--- config.mk ---
export PLATFORM = sky130hd
export DESIGN_NAME = ex_mem_stage
export DESIGN_NICKNAME = d
export VERILOG_FILES = /design/src/rtl/ex_mem_stage_pkg.sv /design/src/rtl/ex_mem_stage_skid_buf2.sv /design/src/rtl/ex_mem_stage.sv
export SDC_FILE = /design/constraint.sdc
export NUM_CORES = 1
export LEC_CHECK = 0
export CORE_MARGIN = 3
export CORE_UTILIZATION = 25
export CTS_CLUSTER_DIAMETER = 50
export DETAILED_ROUTE_END_ITERATION = 10
export GPL_TIMING_DRIVEN = 0
export PLACE_DENSITY = 0.45
export SKIP_CTS_REPAIR_TIMING = 1
export SYNTH_ARGS = -nofsm -noshare
export SYNTH_HDL_FRONTEND = slang
export SYNTH_SLANG_ARGS = --single-unit
--- constraint.sdc ---
create_clock -name clk -period 2.1 [get_ports clk]
set_input_delay 0.525 -clock clk [delete_from_list [all_inputs] [get_ports clk]]
set_output_delay 0.525 -clock clk [all_outputs]
set_load 0.005 [all_outputs]
--- src/rtl/ex_mem_stage_pkg.sv ---
// ---------------------------------------------------------------------------
// ex_mem_stage_pkg
// Shared pipeline definitions for the EX/MEM boundary.
//   DATA_W_DEF / ADDR_W_DEF : default widths of result data / dest address
//   wb_t                    : writeback triple {addr, data, en}
//   WB_NOP                  : all-zero writeback triple
//   REG_ZERO                : architectural zero register (never forwarded)
// ---------------------------------------------------------------------------
package ex_mem_stage_pkg;

    localparam int DATA_W_DEF = 32;
    localparam int ADDR_W_DEF = 5;

    typedef struct packed {
        logic [ADDR_W_DEF-1:0] addr;
        logic [DATA_W_DEF-1:0] data;
        logic                  en;
    } wb_t;

    localparam wb_t                   WB_NOP   = '0;
    localparam logic [ADDR_W_DEF-1:0] REG_ZERO = '0;

endpackage : ex_mem_stage_pkg

--- src/rtl/ex_mem_stage_skid_buf2.sv ---
// ---------------------------------------------------------------------------
// skid_buf2
// Generic 2-entry valid/ready FIFO buffer. in_ready depends on registered
// occupancy only, so downstream back-pressure never reaches the upstream
// side combinationally. Output is registered (no bypass).
// Ports:
//   clk, reset (async, active-low), flush (sync, clears everything)
//   in_valid / in_ready / in_data    : upstream handshake + payload
//   out_valid / out_ready / out_data : downstream handshake + head payload
//   tail_valid / tail_data           : second (younger) entry, only built
//                                      when EX_MEM_FWD_EN is defined
// ---------------------------------------------------------------------------
module skid_buf2 #(
    parameter int W = 38
) (
    input  logic         clk,
    input  logic         reset,
    input  logic         flush,
    input  logic         in_valid,
    output logic         in_ready,
    input  logic [W-1:0] in_data,
`ifdef EX_MEM_FWD_EN
    output logic         tail_valid,
    output logic [W-1:0] tail_data,
`endif
    output logic         out_valid,
    input  logic         out_ready,
    output logic [W-1:0] out_data
);

    // slot0 is always the head; slot1 holds the younger entry when count==2.
    // Unoccupied slots are kept at zero so an empty buffer presents zeros.
    logic [1:0]   count;
    logic [W-1:0] slot0;
    logic [W-1:0] slot1;
    logic         push;
    logic         pop;

    assign in_ready  = (count != 2'd2);
    assign out_valid = (count != 2'd0);
    assign out_data  = out_valid ? slot0 : '0;
    assign push      = in_valid && in_ready;
    assign pop       = out_valid && out_ready;

`ifdef EX_MEM_FWD_EN
    assign tail_valid = (count == 2'd2);
    assign tail_data  = slot1;
`endif

    // NOTE: state registers use non-blocking assignments so every flop
    // samples pre-edge values regardless of statement order.
    // NOTE: the storage slots are reset along with count because an empty
    // buffer must present all-zero payload, not stale data.
    always_ff @(posedge clk or negedge reset) begin
        if (!reset) begin
            count <= 2'd0;
            slot0 <= '0;
            slot1 <= '0;
        end else if (flush) begin
            count <= 2'd0;
            slot0 <= '0;
            slot1 <= '0;
        end else begin
            case ({push, pop})
                2'b10: begin
                    if (count == 2'd0) slot0 <= in_data;
                    else               slot1 <= in_data;
                    count <= count + 2'd1;
                end
                2'b01: begin
                    // Shift younger entry to head; slot1 is zero when count==1.
                    slot0 <= slot1;
                    slot1 <= '0;
                    count <= count - 2'd1;
                end
                2'b11: begin
                    // Only reachable with count==1: new entry replaces head.
                    slot0 <= in_data;
                end
                default: ;
            endcase
        end
    end

endmodule : skid_buf2

--- src/rtl/ex_mem_stage.sv ---
// ---------------------------------------------------------------------------
// ex_mem_stage
// Registered EX->MEM pipeline stage built on a 2-entry skid buffer.
// Ports:
//   clk, reset (async, active-low), flush (sync, highest priority)
//   ex_valid / ex_ready / ex_addr / ex_data / ex_en     : EX side
//   mem_valid / mem_ready / mem_addr / mem_data / mem_en : MEM side
// Optional macro EX_MEM_FWD_EN adds:
//   id_raddr (in), fwd_hit (out), fwd_data (out) : forwarding lookup of the
//   youngest buffered enabled write to id_raddr (register zero excluded).
// ---------------------------------------------------------------------------
module ex_mem_stage
    import ex_mem_stage_pkg::*;
#(
    parameter int DATA_W = DATA_W_DEF,
    parameter int ADDR_W = ADDR_W_DEF
) (
    input  logic              clk,
    input  logic              reset,
    input  logic              flush,
    input  logic              ex_valid,
    output logic              ex_ready,
    input  logic [ADDR_W-1:0] ex_addr,
    input  logic [DATA_W-1:0] ex_data,
    input  logic              ex_en,
`ifdef EX_MEM_FWD_EN
    input  logic [ADDR_W-1:0] id_raddr,
    output logic              fwd_hit,
    output logic [DATA_W-1:0] fwd_data,
`endif
    output logic              mem_valid,
    input  logic              mem_ready,
    output logic [ADDR_W-1:0] mem_addr,
    output logic [DATA_W-1:0] mem_data,
    output logic              mem_en
);

    // Parameterised twin of the package writeback triple.
    typedef struct packed {
        logic [ADDR_W-1:0] addr;
        logic [DATA_W-1:0] data;
        logic              en;
    } entry_t;

    localparam int PAYLOAD_W = $bits(entry_t);

    entry_t in_entry;
    entry_t head;

    assign in_entry = '{addr: ex_addr, data: ex_data, en: ex_en};

`ifdef EX_MEM_FWD_EN
    logic   tail_valid;
    entry_t tail;
`endif

    skid_buf2 #(
        .W (PAYLOAD_W)
    ) u_buf (
        .clk        (clk),
        .reset      (reset),
        .flush      (flush),
        .in_valid   (ex_valid),
        .in_ready   (ex_ready),
        .in_data    (in_entry),
`ifdef EX_MEM_FWD_EN
        .tail_valid (tail_valid),
        .tail_data  (tail),
`endif
        .out_valid  (mem_valid),
        .out_ready  (mem_ready),
        .out_data   (head)
    );

    assign mem_addr = head.addr;
    assign mem_data = head.data;
    assign mem_en   = head.en;

`ifdef EX_MEM_FWD_EN
    function automatic logic fwd_match(entry_t e, logic [ADDR_W-1:0] raddr);
        return e.en && (e.addr == raddr) && (e.addr != ADDR_W'(REG_ZERO));
    endfunction

    // Youngest entry wins, so the tail is examined before the head.
    // NOTE: both outputs get a default before any branch so no latch is
    // inferred on paths that do not assign them.
    always_comb begin
        fwd_hit  = 1'b0;
        fwd_data = '0;
        if (reset && !flush) begin
            if (tail_valid && fwd_match(tail, id_raddr)) begin
                fwd_hit  = 1'b1;
                fwd_data = tail.data;
            end else if (mem_valid && fwd_match(head, id_raddr)) begin
                fwd_hit  = 1'b1;
                fwd_data = head.data;
            end
        end
    end
`endif

endmodule : ex_mem_stage

# Yosys cells after proc, flatten, opt, wreduce, memory -nomap -nowiden
# Index checks and enable logic that the tools add are counted.
[op_classes]
reduce_logical = 8
mux = 9
add_sub_neg = 2
n_eq_ne = 6
[op_table]
columns = ["operator", "count"]
rows = [
  ["2-to-1 mux 38 bit", 5],
  ["one-hot mux 38 bit (3 select lines)", 1],
  ["one-hot mux 38 bit (2 select lines)", 1],
  ["== test 2 bit (second input constant)", 2],
  ["one-hot mux 2 bit (2 select lines)", 1],
  ["AND reduction 2 bit", 2],
  ["nonzero test 4 bit", 1],
  ["!= test 3 x 2 -> 1 bit (second input constant)", 1],
  ["!= test 3 bit (second input constant)", 1],
  ["nonzero test 3 bit", 1],
  ["adder 2 x 1 -> 2 bit (second input constant)", 1],
  ["== test 2 x 1 -> 1 bit (second input constant)", 1],
  ["logical AND 1 bit", 2],
  ["zero test 2 bit", 1],
  ["2-to-1 mux 2 bit", 1],
  ["!= test 2 bit (second input constant)", 1],
  ["nonzero test 2 bit", 1],
  ["subtractor 2 x 1 -> 2 bit (second input constant)", 1],
]
[totals]
reg_bits = 78
output_inout_bits = 40
elab_cells = 28

# Logic depth before layout (Yosys ltp)
[depth]
depth_word = 5
mapped_depth = 7
ltp_nobuf = 4

# Worst setup path before layout
# OpenSTA, ideal clock, no wires.
[synth_timing]
path_kind = "register to output"
start = "register u_buf.count[1]"
end = "output port mem_addr[0]"
n_path_buf = 3
slack_ns = 0.287
required_ns = 1.575
t_arrival_ns = 1.288
stages_incl_launch_ff = 7
cell_sequence = "dfrtp_1 -> nor2_1 -> buf_2 -> inv_2 -> buf_4 -> clkbuf_1 -> and2_1"
[synth_via]
elab_chain_len = 2
[synth_rtl]
columns = ["element", "line", "text"]
rows = [
  ["start: declaration", "ex_mem_stage_skid_buf2.sv:33", "logic [1:0] count;"],
  ["start signal: assignment", "ex_mem_stage_skid_buf2.sv:68", "count <= count + 2'd1;"],
  ["start signal: assignment", "ex_mem_stage_skid_buf2.sv:74", "count <= count - 2'd1;"],
  ["nonzero test 2 bit", "ex_mem_stage_skid_buf2.sv:40", "assign out_valid = (count != 2'd0);"],
  ["2-to-1 mux 38 bit", "ex_mem_stage_skid_buf2.sv:41", "assign out_data = out_valid ? slot0 : '0;"],
  ["end: declaration", "ex_mem_stage.sv:33", "output logic [ADDR_W-1:0] mem_addr,"],
]
# No other way between the ends.

# Worst setup path after layout
[layout_timing]
start = "register u_buf.count[0]"
end = "output port mem_data[1]"
[layout_via]
elab_chain_len = 2
[layout_rtl]
columns = ["element", "line", "text"]
rows = [
  ["nonzero test 2 bit", "ex_mem_stage_skid_buf2.sv:40", ""],
  ["2-to-1 mux 38 bit", "ex_mem_stage_skid_buf2.sv:41", ""],
  ["end: declaration", "ex_mem_stage.sv:34", "output logic [DATA_W-1:0] mem_data,"],
]
# No other way between the ends.

==> flow_metrics.py <==
metrics = {
    "floorplan": {
        "die_w_um": 135,
        "rows": 46,
        "die_area_sq_um": 18200,
        "pin_count": 83,
        "die_h_um": 135,
        "start_util_pct": 25.9,
        "coreArea_sq_um": 16100,
    },
    "logic_synthesis": {
        "ys.warnings.count": 0,
        "ys_ff_latch": 78,
        "seq_area_frac_synth_pct": 47.0,
        "avgSynthCellArea_sq_um": 9.89,
        "synth_edf_count": 0,
        "synth_cell_types": 28,
        "ys_async_sr_fraction_pct": 100,
        "synth_ff_type": "dfrtp_1",
        "synthCells": 420,
        "syn-num-nets": 463,
        "synth_area_sq_um": 4150,
    },
    "cts": {
        "clk_path_buf_depth": 2,
        "clkLatencyLatePin_ns": 0.34,
        "clock_sinks": 78,
        "root_buffer": "clkbuf_16",
        "cts_tree": "done",
        "numCtsBuffers": 9,
        "cts_max_level": 3,
        "clkTransAtPathRegs_ns": 0.06,
    },
    "sta": {
        "setup_ws_ns": -0.0728,
        "finalCriticalPeriod_ns": 2.17,
        "finalSetupTns_ns": -1.23,
        "drv_slew": 0,
        "fmaxAchievable_mhz": 460,
        "hold_viol_final": 0,
        "setup_viol": 21,
        "period_share_pct": 103,
        "holdWs_ns": 0.137,
        "grt_setup_unrepaired": "yes",
        "relSlewSlack_pct": 54.1,
        "finClkSkew_ns": 0.00535,
        "worst_slew_pin_slew_ns": 0.688,
    },
    "outcome": {
        "status": "finished, violations left",
        "violations": "setup timing",
    },
    "drt": {
        "wl_per_cell_um": 19.0,
        "vias": 3807,
        "drt-initial-drc-count": 259,
        "routed_wl_um": 14200,
        "route.detailed.drc": 0,
        "viasPerCell": 5.10,
        "first_pass_iters": 4,
        "drt.antenna.violating_nets": 0,
    },
    "worst_setup_path": {
        "cp_max_fo": 10,
        "r2r-start": "u_buf.count[1]",
        "cp.arrival_ns": 1.65,
        "crit_path_start": "u_buf.count[0]",
        "cp-end-kind": "primary output",
        "regToRegSetupSlack_ns": 0.13,
        "required_ns": 1.57,
        "critPathKind": "flop to primary output",
        "startpoint_type": "flop",
        "r2r_cells": 7,
        "reg2reg_to": "u_buf.slot0[21]",
        "endpoint": "mem_data[1]",
    },
    "final_layout": {
        "drive_gt1_share_pct": 20.0,
        "finalNetCount": 568,
        "n_antenna_cell": 0,
        "areaGrowthSynthToFinish_pct": 36.8,
        "final_area_sq_um": 5680,
    },
    "grt": {
        "grt_usage_pct": 15.6,
        "grt_pass1_wl_um": 22100,
        "grt-ovfl-total": 0,
        "grt_max_degree": 46,
        "antenna_found_initial": 0,
        "grt_pass1_vias": 4038,
    },
    "placement": {
        "place_area_sq_um": 5260,
        "place.gp.congestion": 0.766,
        "dpl.hpwl_um": 9460,
        "portBuffers": 81,
    },
    "power_and_ir_drop": {
        "totalPowerFinal_mw": 4.48,
        "leakagePower_nw": 2.47,
        "power.density_nw_per_um2": 789,
        "vdd_drop_max_mv": 0.386,
    },
    "flow_run": {
        "max_cap_viol_count": 0,
    },
    "worst_hold_path": {
        "hp-class": "input pin to async pin",
    },
}
==> per-stage QoR <==
step / util, % / instances / setup WS (ns)
3_5_place_dp: 32.7 / 718 / -0.590
4_1_cts: 34.8 / 734 / -0.973
6_report: 35.4 / 746 / -0.0728
5_1_grt: 35.4 / 746 / -0.128
3_3_place_gp: 32.6 / 717 / -2.48
2_1_floorplan: - / 420 / 0.287
==> sequential cells by signal, summed over array words and instances (netlist names) <==
name         count
u_buf.slot1     38
u_buf.count      2
u_buf.slot0     38
==> layout make-up <==
class | instances | area, sq um
plain buffers | 52 | 314
clock buffers | 13 | 270
clock inverters | 3 | 65.1
fillers | 1648 | 10400
inverters | 42 | 165
multi-input cells | 247 | 1840
flip-flops and latches | 78 | 1950
well taps | 216 | 270
repair buffers | 95 | 806
==> layer usage <==
layer | track usage [%] | up-vias | part of all wire, %
met5 | 0 | - | 0
met4 | 4.92 | 0 | 1.7
met3 | 2.98 | 17 | 4.1
met2 | 24.9 | 107 | 48
met1 | 21.5 | 1883 | 46
li1 | - | 1800 | -
==> kinds of logic after synthesis <==
family                 share of synthesized area, %
AO/OA/AOI/OAI                                  14.7
AND/OR/NAND/NOR                                19.0
multiplexers                                   9.16
flip-flops                                     47.0
buffers and inverters                          10.1
==> cell usage in the layout, fill, tap and decap left out, drive strengths merged <==
cell type,count
nand2b,2
buf,39
nand4,38
o31a,1
nor2b,1
clkdlybuf4s50,39
or3,1
inv,42
nand2,1
a21oi,2
a32o,1
bufinv,2
o21a,1
clkinv,1
o21ai,1
mux2i,38
nor2,3
nor4,38
nor3b,2
nand3,1
o311ai,38
and2,40
dlymetal6s2s,8
a31oi,38
dfrtp,78
clkbuf,74
==> worst min-delay path by stage <==
stage	startpoint	to	slack [ns]
after global routing	reset	u_buf.slot0[0]	0.17
after CTS	reset	u_buf.slot0[0]	0.15
final	reset	u_buf.slot0[0]	0.14
after detailed placement	u_buf.slot1[16]	u_buf.slot1[16]	0.51
after floorplan	reset	u_buf.count[0]	0.23
after global placement	u_buf.slot1[22]	u_buf.slot1[22]	0.51
==> power by group <==
part / internal, mW / total [mW] / switching [mW]
sequential: 1.69 / 1.79 / 0.101
combinational: 0.423 / 0.940 / 0.517
clock: 1.14 / 1.75 / 0.616
total: 3.25 / 4.48 / 1.23
==> worst max-delay path, stage by stage (launching register included) <==
cell and delay [ns]:
dfrtp_2 0.45, nor2_4 0.15, buf_6 0.14, inv_8 0.05
buf_8 0.13, buf_6 0.13, and2_1 0.16, clkbuf_2 0.11
==> Yosys cell counts, types with 2 or more instances <==
master	count	area, sq um
a21oi_1	2	10.0
nor4_1	38	238
o311ai_1	28	245
buf_2	15	75.1
inv_1	41	154
nand2b_1	2	12.5
buf_6	4	45.0
and2_1	40	250
clkbuf_1	30	113
dfrtp_1	78	1950
a31oi_1	38	238
nor2_1	3	11.3
o311ai_0	10	87.6
nand4_1	38	238
mux2i_1	38	380
buf_4	3	22.5
No activity file was read; power rests on OpenSTA's default activity.
==> patch, RTL diff (same flow settings) <==
`ADDR_W_DEF`: 5 -> 6.
--- a/src/rtl/ex_mem_stage_pkg.sv
+++ b/src/rtl/ex_mem_stage_pkg.sv
@@ -9,7 +9,7 @@
 package ex_mem_stage_pkg;
 
     localparam int DATA_W_DEF = 32;
-    localparam int ADDR_W_DEF = 5;
+    localparam int ADDR_W_DEF = 6;
 
     typedef struct packed {
         logic [ADDR_W_DEF-1:0] addr;
Ports: changed (resized ex_addr and mem_addr); port bits go from 83 to 85. The function was not compared with the original's and may differ.
==> patch against the original RTL <==
  * The flow still finishes with violations (negative setup slack)
  * Wire length up 3.3%
  * Via count up 1.4%
  * Sequential share of layout area decreased by 0.79 points
  * Sequential power increased by 3%
  * Critical path depth is 1 lower
  * Setup slack lost 0.00069 ns
  * Area after synthesis up 1.7%
  * Worst hold slack gained 0.034 ns
  * First-iteration DRC count decreased by 22%
  * Power increased by 4.3%
  * Final area grew 5.0%
  * Largest cell class unchanged
  * Clock skew grew 0.0018 ns
  * Sequential cell count up 2
  * Register-to-register slack improved by 0.09 ns
==> patch: results (changes against the original RTL) <==
clock tree buffer depth=2 (unchanged); largest net degree at the start of global routing=42 (was 46); Synth Net Count=474 (was 463); H-tree depth=3 (unchanged); FILL cells=1666 (was 1648); top post-synthesis cells by area=dfrtp_1 (47%), mux2i_1 (9.2%), o311ai_1 (8.1%) (was dfrtp_1 (47%), mux2i_1 (9.2%), and2_1 (6.0%)); failing checks=negative setup slack (unchanged); CTS root buffer=clkbuf_16 (unchanged); clk slew on worst S/H paths=0.06 ns (about the same); outcome=finished with violations (unchanged); # diodes=0 (unchanged); routed metal-1 wirelength=6.678 mm (was 6.558 mm); number of global-route vias before repair=3910 (was 4038); initial antenna violation count=1 (was 0); Worst VDD drop=0.4783 mV (was 0.3859 mV); final WL=14.63 mm (was 14.16 mm); Post-synth top cells=dfrtp_1 (80), inv_1 (42), and2_1 (41) (was dfrtp_1 (78), inv_1 (41), and2_1 (40)); worst-margin pin slew=0.6033 ns (was 0.6883 ns); register area=2004 um^2 (was 1954 um^2); routed length on met2=7.021 mm (was 6.780 mm); Min-Delay Path Class=in -> async (unchanged); leakage=2.514 nW (was 2.471 nW); Setup Slack @ Placement=-0.6823 ns (was -0.5895 ns); post-synthesis compound-gate area fraction=14.84% (was 14.73%); PortBufs=83 (was 81); sequential area share after synthesis=47.39% (was 47.00%); Total GRT Usage=15.43% (was 15.62%); Ys Warns=0 (unchanged); Final GP Congestion=0.7784 (was 0.7658); main flop type after synthesis=dfrtp_1 (unchanged); met3 WL=691 um (was 583 um); worst-skew pair later-pin latency=0.34 ns (about the same); Netlist cell types=26 (was 28); asr flop ratio synth=100.0% (unchanged); Synth Instances=430 (was 420); Post-Synth XOR/XNOR Area=0% (unchanged); first-pass GRT wire length=22.11 mm (was 22.12 mm); crit path max fanout=6 (was 10); Cell Int Power=0.003379 W (was 0.003250 W); CP arrival=1.65 ns (about the same); Via-to-Cell Ratio=5.094 (was 5.103); DP HPWL=9.554 mm (was 9.459 mm); drt initial violations=202 (was 259); vias=3861 (was 3807); placed cell count=730 (was 718); final setup vio count=31 (was 21); Layout Nets=581 (was 568); final setup margin=-0.07351 ns (was -0.07282 ns); post-synthesis mux area share=9.242% (was 9.159%); final setup skew=0.007171 ns (was 0.005355 ns); layout cell share with drive strength beyond 1=23.06% (was 20.00%); Initial DRT Pass Iterations=4 (unchanged); Top Registers=u_buf.slot0: 39 flops, u_buf.slot1: 39 flops, u_buf.count: 2 flops (was u_buf.slot0: 38 flops, u_buf.slot1: 38 flops, u_buf.count: 2 flops); post-synthesis adder-cell area fraction=0% (unchanged); TritonCTS Buffers=9 (unchanged); highest routed layer=met5 (was met4)
==> patch: cell count changes in the layout (fill, tap and decap cells not counted), sizes merged, moves of 2 or more <==
cell and delta:
buf +8, clkdlybuf4s50 +2, dfrtp +2, dlymetal6s2s -6
==> patch: final timing paths <==
check / from / end / slack (ns) / cells past startpoint
max in group asynchronous: reset / u_buf.slot1[21]$_DFFE_PN0P_ / 1.31 / 2
setup reg to reg: u_buf.count[0]$_DFFE_PN0P_ / u_buf.slot0[24]$_DFFE_PN0P_ / 0.22 / 7
setup / recovery: u_buf.count[0]$_DFFE_PN0P_ / mem_data[22] / -0.07 / 6
hold / removal: reset / u_buf.slot1[1]$_DFFE_PN0P_ / 0.17 / 1
hold reg to reg: u_buf.slot1[24]$_DFFE_PN0P_ / u_buf.slot1[24]$_DFFE_PN0P_ / 0.52 / 2
min in group clk: u_buf.slot1[24]$_DFFE_PN0P_ / u_buf.slot1[24]$_DFFE_PN0P_ / 0.52 / 2
==> patch: cells by family after synthesis <==
group,Yosys count
DFF,80
and+or+nand+nor,130
buffers and inverters,97
AOI/OAI and AO/OA,84
muxes,39
==> patch: stage by stage <==
step	setup TNS, ns	hold WS (ns)	area [um^2]
detailed placement	-48.53	0.5144	5343
CTS	-41.39	0.1915	5677
global route	-2.506	0.2091	5963
floorplan	0	0.2294	4224
finish	-1.003	0.1713	5963
global placement	-251.84	0.5082	5325
==> patch: power groups by stage <==
| stage | Combinational (W) | Clock [W] | Sequential (W) |
|---|---|---|---|
| floorplan | 0.000512 | 0 | 0.00183 |
| global placement | 0.000910 | 0 | 0.00186 |
| detailed placement | 0.000928 | 0 | 0.00186 |
| CTS | 0.000931 | 0.00182 | 0.00183 |
| global route | 0.00115 | 0.00190 | 0.00186 |
| finish | 0.00105 | 0.00178 | 0.00184 |
==> patch: cell type report <==
type | instances | share of cell area [%]
sequential | 80 | 33.61
inverter | 43 | 2.916
timing repair inverter | 1 | 0.1469
multi-input combinational | 253 | 32.21
timing repair buffer | 98 | 16.07
buffer | 51 | 4.910
clock inverter | 2 | 1.007
clock buffer | 14 | 4.595
tap | 216 | 4.532
==> patch: critical path, cell delays in order (launching register included) <==
cell       delay (ns)
dfrtp_2          0.45
nor2_4           0.17
buf_6            0.16
clkinv_8         0.10
clkbuf_16        0.17
and2_4           0.16
buf_6            0.11
==> patch: per-layer routing <==
metal	vias to the layer above	track usage (%)
li1	1840	-
met1	1892	21.52
met2	106	24.31
met3	21	2.961
met4	2	4.703
met5	-	0
